<file path="src/rtl/rv_arb_pkg.sv">
// rv_arb_pkg: shared types for the unified-memory arbiter.
// Holds the response-owner encoding, the data-request record carried
// through the optional skid, and the width of the fairness burst counter.

package rv_arb_pkg;

    // Who owns the read data returning from the memory in the next cycle
    typedef enum logic [1:0] {
        OWN_NONE  = 2'd0,
        OWN_FETCH = 2'd1,
        OWN_LOAD  = 2'd2,
        OWN_STORE = 2'd3
    } owner_e;

    // One load/store request from the data side
    typedef struct packed {
        logic [31:0] addr;
        logic [31:0] wdata;
        logic [3:0]  sel;
        logic        is_store;
    } dm_req_t;

    localparam int BURST_CNT_W = 4;

    // Owner code for a granted data request
    function automatic owner_e dataOwner(input logic isStore);
        return isStore ? OWN_STORE : OWN_LOAD;
    endfunction

endpackage

</file>
<file path="src/rtl/rv_arb_skid.sv">
// rv_arb_skid: one-entry holding register for a data strobe that was
// deferred so that fetch could take a slot. Only exists when the
// arbiter is built with URV_ARB_FAIR_EN.

`ifdef URV_ARB_FAIR_EN
module rv_arb_skid
    import rv_arb_pkg::*;
(
    input  logic    i_clk,
    input  logic    i_rst,
    input  logic    i_load,
    input  logic    i_drain,
    input  dm_req_t i_req,
    output dm_req_t o_req,
    output logic    o_full
);

    dm_req_t r_req;
    logic    r_full;

    // Capture a deferred request, release it once the arbiter grants it
    always_ff @(posedge i_clk) begin
        if (i_rst) begin
            r_full <= 1'b0;
            r_req  <= '0;
        end else if (i_load) begin
            r_full <= 1'b1;
            r_req  <= i_req;
        end else if (i_drain) begin
            r_full <= 1'b0;
        end
    end

    assign o_req  = r_req;
    assign o_full = r_full;

endmodule
`endif

</file>
<file path="src/rtl/rv_mem_arbiter.sv">
// rv_mem_arbiter: shares one single-port, 1-cycle-latency memory between
// instruction fetch and the load/store unit. Data wins; fetch is stalled
// by withholding im_valid_o. A registered owner code routes each read
// response back to whoever was granted the previous cycle.
// Optional build macro URV_ARB_FAIR_EN adds a burst counter and one-entry
// skid so fetch is guaranteed a slot after MAX_DATA_BURST data grants.

module rv_mem_arbiter
    import rv_arb_pkg::*;
#(
    parameter int MAX_DATA_BURST = 4
) (
    input  logic        clk_i,
    input  logic        rst_i,
    input  logic [31:0] im_addr_i,
    output logic [31:0] im_data_o,
    output logic        im_valid_o,
    input  logic [31:0] dm_addr_i,
    input  logic [31:0] dm_data_i,
    input  logic [3:0]  dm_sel_i,
    input  logic        dm_load_i,
    input  logic        dm_store_i,
    output logic [31:0] dm_data_o,
    output logic        dm_load_done_o,
    output logic        dm_store_done_o,
    output logic        dm_busy_o,
    output logic [31:0] mem_addr_o,
    output logic [31:0] mem_wdata_o,
    output logic [3:0]  mem_wsel_o,
    output logic        mem_we_o,
    input  logic [31:0] mem_rdata_i
);

    if (MAX_DATA_BURST < 1 || MAX_DATA_BURST > 15) begin : g_badBurstParam
        $error("rv_mem_arbiter: MAX_DATA_BURST must be in 1..15");
    end

    dm_req_t w_liveReq;
    logic    w_liveStrobe;
    logic    w_grantData;
    dm_req_t w_grantReq;
    owner_e  w_grantOwner;
    owner_e  r_owner;

    // A store strobe wins over a simultaneous load strobe
    assign w_liveReq    = '{addr: dm_addr_i, wdata: dm_data_i, sel: dm_sel_i, is_store: dm_store_i};
    assign w_liveStrobe = dm_load_i | dm_store_i;

`ifdef URV_ARB_FAIR_EN
    logic                   w_skidFull;
    logic                   w_skidLoad;
    logic                   w_skidDrain;
    dm_req_t                w_skidReq;
    logic                   w_burstLimit;
    logic [BURST_CNT_W-1:0] r_burstCnt;

    assign w_burstLimit = (r_burstCnt == BURST_CNT_W'(MAX_DATA_BURST));

    // Grant order: pending skid, then a live strobe unless the burst limit
    // diverts it into the skid, otherwise fetch
    always_comb begin
        w_grantData = 1'b0;
        w_grantReq  = w_liveReq;
        w_skidLoad  = 1'b0;
        w_skidDrain = 1'b0;
        if (w_skidFull) begin
            w_grantData = 1'b1;
            w_grantReq  = w_skidReq;
            w_skidDrain = 1'b1;
        end else if (w_liveStrobe && w_burstLimit) begin
            w_skidLoad = 1'b1;
        end else if (w_liveStrobe) begin
            w_grantData = 1'b1;
        end
    end

    // Count consecutive data grants; any fetch grant restarts the run
    always_ff @(posedge clk_i) begin
        if (rst_i) begin
            r_burstCnt <= '0;
        end else if (w_grantData) begin
            r_burstCnt <= r_burstCnt + BURST_CNT_W'(1);
        end else begin
            r_burstCnt <= '0;
        end
    end

    rv_arb_skid u_skid (
        .i_clk   (clk_i),
        .i_rst   (rst_i),
        .i_load  (w_skidLoad),
        .i_drain (w_skidDrain),
        .i_req   (w_liveReq),
        .o_req   (w_skidReq),
        .o_full  (w_skidFull)
    );

    assign dm_busy_o = w_skidFull & ~rst_i;

    a_noStrobeWhileBusy : assert property (
        @(posedge clk_i) disable iff (rst_i) !(dm_busy_o && w_liveStrobe)
    );
`else
    assign w_grantData = w_liveStrobe;
    assign w_grantReq  = w_liveReq;
    assign dm_busy_o   = 1'b0;
`endif

    assign w_grantOwner = w_grantData ? dataOwner(w_grantReq.is_store) : OWN_FETCH;

    assign mem_addr_o  = w_grantData ? w_grantReq.addr : im_addr_i;
    assign mem_wdata_o = w_grantReq.wdata;
    assign mem_wsel_o  = (w_grantOwner == OWN_STORE) ? w_grantReq.sel : 4'b0000;
    assign mem_we_o    = (w_grantOwner == OWN_STORE) && !rst_i;

    // Remember who was granted so next cycle's response is routed to them
    always_ff @(posedge clk_i) begin
        if (rst_i) begin
            r_owner <= OWN_NONE;
        end else begin
            r_owner <= w_grantOwner;
        end
    end

    assign im_data_o       = mem_rdata_i;
    assign dm_data_o       = mem_rdata_i;
    assign im_valid_o      = !rst_i && (r_owner == OWN_FETCH);
    assign dm_load_done_o  = !rst_i && (r_owner == OWN_LOAD);
    assign dm_store_done_o = !rst_i && (r_owner == OWN_STORE);

endmodule

</file>
<file path="config.mk">
export PLATFORM = sky130hd
export DESIGN_NAME = rv_mem_arbiter
export DESIGN_NICKNAME = d
export VERILOG_FILES = /design/src/rtl/rv_arb_pkg.sv /design/src/rtl/rv_arb_skid.sv /design/src/rtl/rv_mem_arbiter.sv
export SDC_FILE = /design/constraint.sdc
export NUM_CORES = 1
export LEC_CHECK = 0
export CORE_AREA = 2 2 107 109
export DETAILED_ROUTE_END_ITERATION = 8
export DIE_AREA = 0 0 109 111
export GPL_ROUTABILITY_DRIVEN = 0
export GPL_TIMING_DRIVEN = 0
export PLACE_DENSITY = 0.7
export SYNTH_ARGS = -nofsm -noshare
export SYNTH_HDL_FRONTEND = slang
export SYNTH_SLANG_ARGS = --single-unit
</file>
<file path="constraint.sdc">
create_clock -name clk_i -period 1.2 [get_ports clk_i]
set_input_delay 0.3 -clock clk_i [delete_from_list [all_inputs] [get_ports clk_i]]
set_output_delay 0.3 -clock clk_i [all_outputs]
set_load 0.01 [all_outputs]
</file>
# After elaboration in Yosys (flattened, before gate mapping)
# Index checks and enable logic that the tools add are counted.
totals:
  mem_count: 0
  ram_bits: 0
  out_inout_bits: 137
  elab_cells: 15
  romBits: 0
  latchBits: 0
  register_bits: 2
op_classes:
  n_lt_le_gt_ge: 0
  n_mux: 4
  reduce_logical: 5
  multipliers: 0
  n_eq_ne: 4
  div: 0
  n_bitwise: 1
  n_shift: 0
  n_addsub: 0
op_table:
  columns: ["op", "count"]
  rows:
  - ["2-to-1 mux 32 bit", 1]
  - ["equality test 2 bit (second input constant)", 3]
  - ["logical AND 1 bit", 4]
  - ["2-to-1 mux 4 bit", 1]
  - ["equality test 2 x 1 -> 1 bit (second input constant)", 1]
  - ["2-to-1 mux 2 bit", 1]
  - ["zero test 1 bit", 1]
  - ["2-to-1 mux 1 bit", 1]
  - ["OR 1 bit", 1]

# Depth between registers and ports, before layout
# Gate-level depths: netlist (run 1).
logic_depth:
  ltp_word: 4
  ltp_mapped: 3
  mapped_depth_nobuf: 2

# Worst setup path after synthesis (run 1)
# Ideal clock, no wire load.
synth_timing:
  path_kind: "input to output"
  from: "in dm_store_i"
  to: "out mem_addr_o[10]"
  n_path_buf: 1
  arrival_time_ps: 978
  path_stages: 3
  path_slack_ps: -78
  path_cell_list: "nor2_4 buf_6 mux2_4"
synth_between:
  elab_chain_len: 2
synth_rtl:
  columns: ["item", "line", "source"]
  rows:
  - ["start, declared", "rv_mem_arbiter.sv:22", "input logic dm_store_i,"]
  - ["OR 1 bit", "rv_mem_arbiter.sv:47", "assign w_liveStrobe = dm_load_i | dm_store_i;"]
  - ["2-to-1 mux 32 bit", "rv_mem_arbiter.sv:111", "assign mem_addr_o = w_grantData ? w_grantReq.addr : im_addr_i;"]
  - ["end, declared", "rv_mem_arbiter.sv:27", "output logic [31:0] mem_addr_o,"]
# No other way between the ends.

# Worst setup path in the final report (run 1)
layout_timing:
  from: "in dm_load_i"
  to: "out mem_addr_o[15]"
layout_between:
  elab_chain_len: 2
layout_rtl:
  columns: ["item", "line", "source"]
  rows:
  - ["start, declared", "rv_mem_arbiter.sv:21", "input logic dm_load_i,"]
  - ["OR 1 bit", "rv_mem_arbiter.sv:47", null]
  - ["2-to-1 mux 32 bit", "rv_mem_arbiter.sv:111", null]
# No other way between the ends.

==> impl_results.md, run 1 <==
* Critical Path Source Type: input port
* Crit path max-delay cell type: mux2_4
* Post-synthesis mux area share at 0.347
* Ys flop type: dfxtp_1
* Layout cells sized above 1 at 0.530
* CTS clk-pin slew, worst paths at about 30 ps
* Hold Vio Cnt, Final at 0
* Routed Antenna Nets at 0
* Share of flip-flops with an asynchronous set or reset at 0
* Crit-path cells: buf_8, nor2_4, buf_12, buf_12, buf_12, mux2_4, buf_6
* Ant diodes at 0
* Area of the die at between 10000 and 15000 sq um
* TritonCTS clock tree: built
* Nets@finish at between 500 and 600
* Synth Area in Compound Gates at 0.00370
* Placed cells at roughly 500
* Via count at 1687
* Clock root buffer: clkbuf_16
* MaxCap Viol Count at 0
* Post-Route WL at 6280 um
* Std cell rows at 39
* Worst Path Required at about 900 ps
* CTS Buf Count at 3
* Critical path class: in -> out
* Commonest cells in the synthesized netlist: 97 x buf_4, 29 x mux2_4, 4 x and2_1
* Mapped Nets at approximately 280
* Post-DP HPWL at 5280 um
* Largest cells by area after synthesis: buf_4 54%, mux2_4 32%, dfxtp_1 3.0%
* Run status: complete, but fails checks
* Post-synth top area share at 0.539
* Biggest register: r_owner
* Initial antenna violation count at 0
* Port Buffers at ~210
* Min Tclk post-route at about 1600 ps
* Grt ovf at 0
* RSZ-0062 raised after global routing: yes
* Adder-Cell Fraction of Synth Area at 0
* Via density at about 3.3
* Hold WC Path Type: in -> reg
* Number of synthesized flops with an enable pin at 0
* Area of the core at ~11000 sq um
* Maximum clock rate at around 0.62 GHz
* GRT Resource Usage Total at 0.0882
* Setup crit end kind: output pin
* Worst endpoint data arrival time at 1310 ps
* Initial DRC Count at 44
* Drt wl/cell at approximately 12 um
* Chip height at 111 um
* H-tree depth at 1
* Initial Util at 0.122
* Largest net degree at the start of global routing at 7
* Count of state elements after synthesis at 2
* Largest register FFs at 2
* Post-Syn Instances at ~150
* Synth Area in XOR/XNOR at 0
* Hold path depth at 2
* Yosys cell types at 13
* First-pass GRT wire length at between 8000 and 9000 um
* Synth Area in Simple Gates at 0.0500
* DR DRC count at 0
* Number of global-route vias before repair at about 1700
* Die width at approximately 110 um
* Most used cell, CP: buf_12
* Largest family of logic cells by synthesized area: buffers and inverters
* IO Pins at ~270
* Worst stage delay on the critical path at 310 ps
* Cell taking the most area after synthesis: buf_4
* Syn avg cell area at just over 9 sq um
* 1st-pass router iterations at 4
* Most numerous cell in the Yosys netlist: buf_4
* Worst VDD drop at between 0.5 and 0.6 mV
* Final period utilization at 1.34
* Fin cells at slightly above 500
* Mapped Area at between 1000 and 1500 sq um
* CP Max Fanout at 5
* Synth warn at 0
* Leakage power at 2.41 nW
* Violated checks: negative setup slack
* Slew Limit Fails at 0
* Setup TNS at -12450 ps
* Setup Viol. Count Final at 33
* Max clock buf depth at 2
* Synth-to-Final Area Change at 199%
* Final setup margin at -414 ps
* Registers with the most flip-flops: r_owner: 2 flops
* Seq/Total Area, Yosys at 0.0296
* Total clock sinks at 2
* Cell Pwr Density at 488 nW/um^2
## cell type report
type | instances | area [sq um]
sequential | 2 | 42.5
multi-input combinational | 44 | 573
buffer | 100 | 788
fill | 1071 | 7030
clock buffer | 3 | 75.1
inverter | 1 | 3.75
timing repair buffer | 220 | 2380
tap | 143 | 179
## power breakdown
| part | leakage (nW) | internal, mW | switching, mW |
|---|---|---|---|
| registers | 0.0171 | 0.0726 | 0.00510 |
| clock network | 0.0370 | 0.424 | 0.0745 |
| logic | 2.36 | 0.978 | 0.421 |
| total | 2.41 | 1.47 | 0.501 |
## metal layers
metal	global-route usage	vias up	wire [um]
met5	0	-	0
met4	0.0359	0	158
met3	0.0253	12	880
met2	0.167	135	3350
met1	0.0875	719	1890
li1	-	821	-
## kinds of logic (layout without fill, tap and decap cells)
kind of cell	count (synthesis)	after routing
other	1	1
and+or+nand+nor	10	10
muxes	32	32
buffers and inverters	101	324
AOI/OAI and AO/OA	1	1
DFF	2	2
## final timing paths
check,start,to,slack [ps]
worst max-delay path,dm_load_i,mem_addr_o[15],-410
worst min-delay path,rst_i,r_owner[0],340
## critical path: cells and delay by family
family	cells	cell delay (ps)
buffers and inverters	5	590
multiplexers	1	310
AND/OR/NAND/NOR	1	120
## timing repair
item / in CTS / in global routing
buffers inserted: 10 / 1
hold buffers: 0 / 0
pin swaps: 6 / 0
cloned: 3 / 0
setup endpoints to repair: 69 / 94
gates resized for setup: 263 / 60
## through the flow
| stage | utilization | hold WS [ps] | total power [mW] | setup WS, ps | area [sq um] |
|---|---|---|---|---|---|
| 2_1_floorplan | - | 369 | 0.652 | -77.8 | 1350 |
| 3_3_place_gp | 0.325 | 945 | 1.43 | -1270 | 3600 |
| 3_5_place_dp | 0.325 | 954 | 1.44 | -1270 | 3600 |
| 4_1_cts | 0.354 | 335 | 2.04 | -416 | 3920 |
| 5_1_grt | 0.365 | 348 | 2.06 | -451 | 4050 |
| 6_report | 0.365 | 341 | 1.98 | -414 | 4050 |
## layout by cell type, fill, tap and decap left out, drive strengths merged
| cell type | count |
|---|---|
| a21oi | 1 |
| and2 | 4 |
| and3b | 1 |
| buf | 155 |
| clkbuf | 3 |
| clkdlybuf4s15 | 1 |
| clkdlybuf4s50 | 72 |
| conb | 1 |
| dfxtp | 2 |
| dlygate4sd2 | 32 |
| dlymetal6s2s | 60 |
| inv | 1 |
| mux2 | 32 |
| nor2 | 3 |
| nor3b | 2 |
Note: power is estimated with default switching activity, not from simulation.
==> run 2: changes to the inputs <==
Settings changed: PLACE_DENSITY 0.7 to 0.68.
Clock period 1.2 ns to 1.7 ns, I/O delays scaled along.
==> run 2 against run 1 <==
The run still ends with negative setup slack left. Wire length shrank 7.9%. Setup slack gained 260 ps. Cell count shrank 0.58%. Highest routed layer unchanged.
==> impl_results.md, run 2 (synthesis results as in run 1) <==
* Min Tclk post-route at roughly 1800 ps
* Registers with the most flip-flops: r_owner: 2 flops (unchanged)
* Critical Path Source Type: input port (unchanged)
* Psw at 353 uW (was 501 uW)
* IO Pins at 273 (unchanged)
* Port Buffers at 207 (unchanged)
* GRT Resource Usage Total at 0.0820 (was 0.0882)
* 1st-pass router iterations at 3 (was 4)
* Largest register FFs at 2 (unchanged)
* Grt ovf at 0 (unchanged)
* Initial antenna violation count at 0 (unchanged)
* Drt wl/cell at 11.4 um (was 12.2 um)
* Setup Viol. Count Final at 32 (was 33)
* Switching share of power at 0.247 (was 0.254)
* RSZ-0062 raised after global routing: yes (unchanged)
* Violated checks: negative setup slack (unchanged)
* Gate power share at 0.710 (was 0.708)
* Chip height at 111 um (unchanged)
* Most used cell, CP: buf_6 (was buf_12)
* Area of the die at 12100 sq um (unchanged)
* Clock share of power at 0.252 (about the same)
* Worst endpoint data arrival time at 1420 ps (was 1310 ps)
* Setup TNS at -3080 ps (was -12450 ps)
* Sequential group share of total power at 0.037 (was 0.039)
* Synth-to-Final Area Change at 188% (was 199%)
* CTS Buf Count at 3 (unchanged)
* Initial DRC Count at 12 (was 44)
* Max clock buf depth at 2 (unchanged)
* Worst stage delay on the critical path at 300 ps (was 310 ps)
* Via count at 1644 (was 1687)
* H-tree depth at 1 (unchanged)
* Most common cell after layout, fill and taps aside: clkdlybuf4s50_1 (was buf_4)
* Std cell rows at 39 (unchanged)
* Crit path max-delay cell type: mux2_4 (unchanged)
* Initial Util at 0.122 (unchanged)
* Largest net degree at the start of global routing at 7 (unchanged)
* Capture point of the worst path: mem_addr_o[17] (was mem_addr_o[15])
* Ant diodes at 0 (unchanged)
* MaxCap Viol Count at 0 (unchanged)
* Via density at 3.22 (was 3.29)
* Hold_ws at 389 ps (was 341 ps)
* CP Max Fanout at 5 (unchanged)
* Nets@finish at 505 (was 508)
* Critical path class: in -> out (unchanged)
* Maximum clock rate at 0.541 GHz
* CTS clk-pin slew, worst paths at 30 ps (about the same)
* Hold WC Path Type: in -> reg (unchanged)
* Setup crit end kind: output pin (unchanged)
* Overall power at 1.43 mW (was 1.98 mW)
* Final period utilization at 1.09
* DR DRC count at 0 (unchanged)
* Biggest register: r_owner (unchanged)
* Design area at 3890 sq um (was 4050 sq um)
* Crit-path cells: buf_8, nor2_4, buf_6, buf_12, buf_16, mux2_4, buf_6 (was buf_8, nor2_4, buf_12, buf_12, buf_12, mux2_4, buf_6)
* Clock root buffer: clkbuf_16 (unchanged)
* Number of global-route vias before repair at 1608 (was 1697)
* Cell internal pwr at 1.08 mW (was 1.47 mW)
* Cell Pwr Density at 368 nW/um^2 (was 488 nW/um^2)
* Crit path from: dm_load_i (unchanged)
* Layout cells sized above 1 at 0.496 (was 0.530)
* Cell Area, Placed at 3600 sq um (unchanged)
* Area of the core at 11100 sq um (unchanged)
* Final setup margin at -149 ps (was -414 ps)
* Post-Route WL at 5790 um (was 6280 um)
* Hold Vio Cnt, Final at 0 (unchanged)
* Post-DP HPWL at 5110 um (was 5280 um)
* Die width at 109 um (unchanged)
* Worst Path Required at 1270 ps (was 900 ps)
* Worst VDD drop at 0.451 mV (was 0.596 mV)
* Routed Antenna Nets at 0 (unchanged)
* First-pass GRT wire length at 7960 um (was 8420 um)
* Slew Limit Fails at 0 (unchanged)
* Commonest cells after routing, fill and taps aside: 164 x clkdlybuf4s50_1, 98 x buf_4, 38 x buf_6 (was 102 x buf_4, 72 x clkdlybuf4s50_1, 60 x dlymetal6s2s_1)
* Run status: complete, but fails checks (unchanged)
* Leakage power at 1.79 nW (was 2.41 nW)
* Total clock sinks at 2 (unchanged)
* TritonCTS clock tree: built (unchanged)
run 2: cell types whose count changed in the layout (fill, tap and decap cells not counted), moves of 3 or more:
cell | previous run | this run
buf_4 | 102 | 98
buf_6 | 35 | 38
dlymetal6s2s_1 | 60 | 0
dlygate4sd2_1 | 32 | 4
buf_12 | 7 | 4
clkdlybuf4s50_1 | 72 | 164
clkdlybuf4s15_1 | 0 | 3
buf_2 | 8 | 0
run 2: metrics by stage:
stage	utilization	worst slack (ps)	cells
6_report	0.351	-149	510
5_1_grt	0.351	-189	510
4_1_cts	0.351	-162	510
3_5_place_dp	0.325	-1050	497
3_3_place_gp	0.325	-1050	497
2_1_floorplan	-	172	147
run 2: area by class of cell:
type | count | area, sq um
Clock buffer | 3 | 75.1
Buffer | 99 | 768
Tap cell | 143 | 179
Timing Repair Buffer | 218 | 2260
Fill cell | 1110 | 7190
Sequential cell | 2 | 40.0
Inverter | 1 | 3.75
Multi-Input combinational cell | 44 | 557
run 2: how the worst min path moves through the flow:
| stage | depth (start not counted) | from | end | slack, ps |
|---|---|---|---|---|
| detailed placement | 2 | rst_i | r_owner[1] | 1090 |
| global placement | 2 | dm_load_i | r_owner[0] | 1070 |
| floorplan | 1 | rst_i | r_owner[0] | 490 |
| global route | 2 | dm_load_i | r_owner[0] | 390 |
| finish | 2 | dm_load_i | r_owner[0] | 390 |
| CTS | 2 | dm_load_i | r_owner[0] | 390 |
run 2: power groups by stage:
stage,sequential (mW),combinational [mW],clock (mW)
6_report,0.0533,1.01,0.361
2_1_floorplan,0.0525,0.408,0
5_1_grt,0.0532,1.07,0.371
3_3_place_gp,0.0534,0.946,0
4_1_cts,0.0529,1.02,0.367
3_5_place_dp,0.0535,0.957,0
run 2: critical path, delay by kind of cell:
family        cells  cell delay, ps
simple gates      1             110
buf+inv           5             570
mux               1             300
run 2: metal layers:
layer	up-vias	part of all wire	track usage
met5	-	0	0
met4	0	0.015	0.0239
met3	9	0.10	0.0153
met2	124	0.54	0.160
met1	697	0.34	0.0861
li1	814	-	-
run 2: timing repair:
item	CTS	global route
buffers inserted	8	3
hold buffers	0	0
endpoints found under the setup margin	40	37
cloned	2	0
gates resized for setup	202	13
pin swaps	1	0
==> run 3: changes to the inputs <==
Settings changed: GPL_TIMING_DRIVEN 0 to not set, PLACE_DENSITY 0.68 to 0.7.
Clock period 1.7 ns to 1.6 ns, I/O delays scaled along.
==> run 3 against run 2 <==
Clock-buffer cell count unchanged. Critical path depth unchanged. Setup slack got worse by 94 ps. First-iteration DRC count increased to 3.0 times the previous value. Non-clock buffer count decreased by 188. Sequential share of layout area increased by 0.75 points. Largest cell class unchanged. Wire length decreased by 17%. Clock power increased by 4%. Sequential power increased by 5.3%. The flow still finishes with violations (negative setup slack). Cell count decreased by 37%. Hold slack got worse by 24 ps.
==> impl_results.md, run 3 (synthesis results as in run 1) <==
* Run status: complete, but fails checks (unchanged)
* Violated checks: negative setup slack (unchanged)
* RSZ-0062 raised after global routing: yes (unchanged)
* TritonCTS clock tree: built (unchanged)
* Ant diodes at 0 (unchanged)
* Hold Vio Cnt, Final at 0 (unchanged)
* GRT Resource Usage Total at 0.0712 (was 0.0820)
* Most used cell, CP: buf_6 (unchanged)
* Initial antenna violation count at 0 (unchanged)
* Area of the core at 11100 sq um (unchanged)
* Via count at 975 (was 1644)
* Worst endpoint data arrival time at 1440 ps (was 1420 ps)
* H-tree depth at 1 (unchanged)
* Via density at 3.03 (was 3.22)
* Grt ovf at 0 (unchanged)
* Setup Viol. Count Final at 32 (unchanged)
* Most common cell after layout, fill and taps aside: clkdlybuf4s50_1 (unchanged)
* Commonest cells after routing, fill and taps aside: 65 x clkdlybuf4s50_1, 38 x buf_6, 32 x mux2_4 (was 164 x clkdlybuf4s50_1, 98 x buf_4, 38 x buf_6)
* CTS clk-pin slew, worst paths at 30 ps (about the same)
* Chip height at 111 um (unchanged)
* Layout cells sized above 1 at 0.520 (was 0.496)
* Worst VDD drop at 0.346 mV (was 0.451 mV)
* Final setup margin at -243 ps (was -149 ps)
* Cell Pwr Density at 467 nW/um^2 (was 368 nW/um^2)
* Worst Path Required at 1200 ps (was 1270 ps)
* Port Buffers at 111 (was 207)
* Total clock sinks at 2 (unchanged)
* Min Tclk post-route at ~1800 ps
* Fin cells at 322 (was 510)
* Largest register FFs at 2 (unchanged)
* Setup crit end kind: output pin (unchanged)
* Nets@finish at 317 (was 505)
* Final period utilization at 1.15
* Worst stage delay on the critical path at 310 ps (was 300 ps)
* Area of the die at 12100 sq um (unchanged)
* Crit-path cells: buf_8, nor2_4, buf_6, buf_6, buf_16, mux2_4, buf_6 (was buf_8, nor2_4, buf_6, buf_12, buf_16, mux2_4, buf_6)
* Max clock buf depth at 2 (unchanged)
* Slew Limit Fails at 0 (unchanged)
* Post-Route WL at 4780 um (was 5790 um)
* Crit path max-delay cell type: mux2_4 (unchanged)
* Initial Util at 0.122 (unchanged)
* 1st-pass router iterations at 3 (unchanged)
* Overall power at 1.05 mW (was 1.43 mW)
* Post-DP HPWL at 3630 um (was 5110 um)
* Biggest register: r_owner (unchanged)
* DR DRC count at 0 (unchanged)
* CTS Hold Bufs at 0 (unchanged)
* CP Max Fanout at 5 (unchanged)
* Number of global-route vias before repair at 1085 (was 1608)
* Hold WC Path Type: in -> reg (unchanged)
* Die width at 109 um (unchanged)
* Clock root buffer: clkbuf_16 (unchanged)
* Maximum clock rate at around 0.54 GHz
* Std cell rows at 39 (unchanged)
* CTS Buf Count at 3 (unchanged)
* Synth-to-Final Area Change at 66.3% (was 188%)
* Critical path class: in -> out (unchanged)
* Largest net degree at the start of global routing at 7 (unchanged)
* MaxCap Viol Count at 0 (unchanged)
* Initial DRC Count at 36 (was 12)
* First-pass GRT wire length at 6290 um (was 7960 um)
* Placed cells at 306 (was 497)
* Leakage power at 0.984 nW (was 1.79 nW)
* Drt wl/cell at 14.9 um (was 11.4 um)
* IO Pins at 273 (unchanged)
* Routed Antenna Nets at 0 (unchanged)
* Critical Path Source Type: input port (unchanged)
* Registers with the most flip-flops: r_owner: 2 flops (unchanged)
==> run 3: cell types whose count changed in the layout (fill, tap and decap cells not counted) <==
cell,before,now
buf_12,4,3
buf_16,1,3
buf_2,0,2
buf_4,98,5
clkbuf_2,2,3
clkdlybuf4s15_1,3,2
clkdlybuf4s50_1,164,65
dlygate4sd2_1,4,5
==> run 3: area by class of cell <==
cell class / count / area [sq um]
fillers: 1184 / 8830
flip-flops and latches: 2 / 40.0
repair buffers: 129 / 1390
clock buffers: 3 / 75.1
well taps: 143 / 179
inverters: 1 / 3.75
multi-input cells: 44 / 557
==> run 3: metrics by stage <==
| stage | hold WS, ps | cell area [sq um] | worst slack (ps) | setup TNS, ps | util |
|---|---|---|---|---|---|
| 6_report | 365 | 2250 | -243 | -5760 | 0.203 |
| 5_1_grt | 377 | 2250 | -275 | -6860 | 0.203 |
| 4_1_cts | 363 | 2280 | -239 | -5950 | 0.206 |
| 3_5_place_dp | 800 | 1940 | -1000 | -34810 | 0.175 |
| 3_3_place_gp | 800 | 1940 | -953 | -33270 | 0.175 |
| 2_1_floorplan | 469 | 1350 | 122 | 0 | - |
==> run 3: timing repair <==
action                                  in CTS  in global routing
endpoints found under the setup margin      40                 39
gates resized for setup                    211                 11
pin swaps                                    1                  1
buffers inserted                             9                  3
cloned                                       4                  0
==> run 3: report_power, final <==
group	internal, mW	total, mW	switching (mW)
sequential	0.0537	0.0561	0.00240
clock	0.318	0.376	0.0582
combinational	0.430	0.617	0.186
total	0.802	1.05	0.247
==> run 3: worst max-delay path: cells and delay by family <==
kind,cells,cell delay [ps]
multiplexers,1,310
buffers and inverters,5,590
AND/OR/NAND/NOR,1,140
==> run 3: worst paths after layout <==
path | start | slack [ps] | depth (start not counted) | endpoint
hold / removal | dm_load_i | 370 | 2 | r_owner[0]
setup / recovery | dm_store_i | -240 | 7 | mem_addr_o[28]
==> run 3: metal layers <==
| metal | vias to the layer above | part of all wire | wire, um | track usage |
|---|---|---|---|---|
| li1 | 442 | - | - | - |
| met1 | 438 | 0.31 | 1460 | 0.0619 |
| met2 | 81 | 0.49 | 2350 | 0.127 |
| met3 | 14 | 0.16 | 788 | 0.0394 |
| met4 | 0 | 0.037 | 176 | 0.0393 |
| met5 | - | 0 | 0 | 0 |
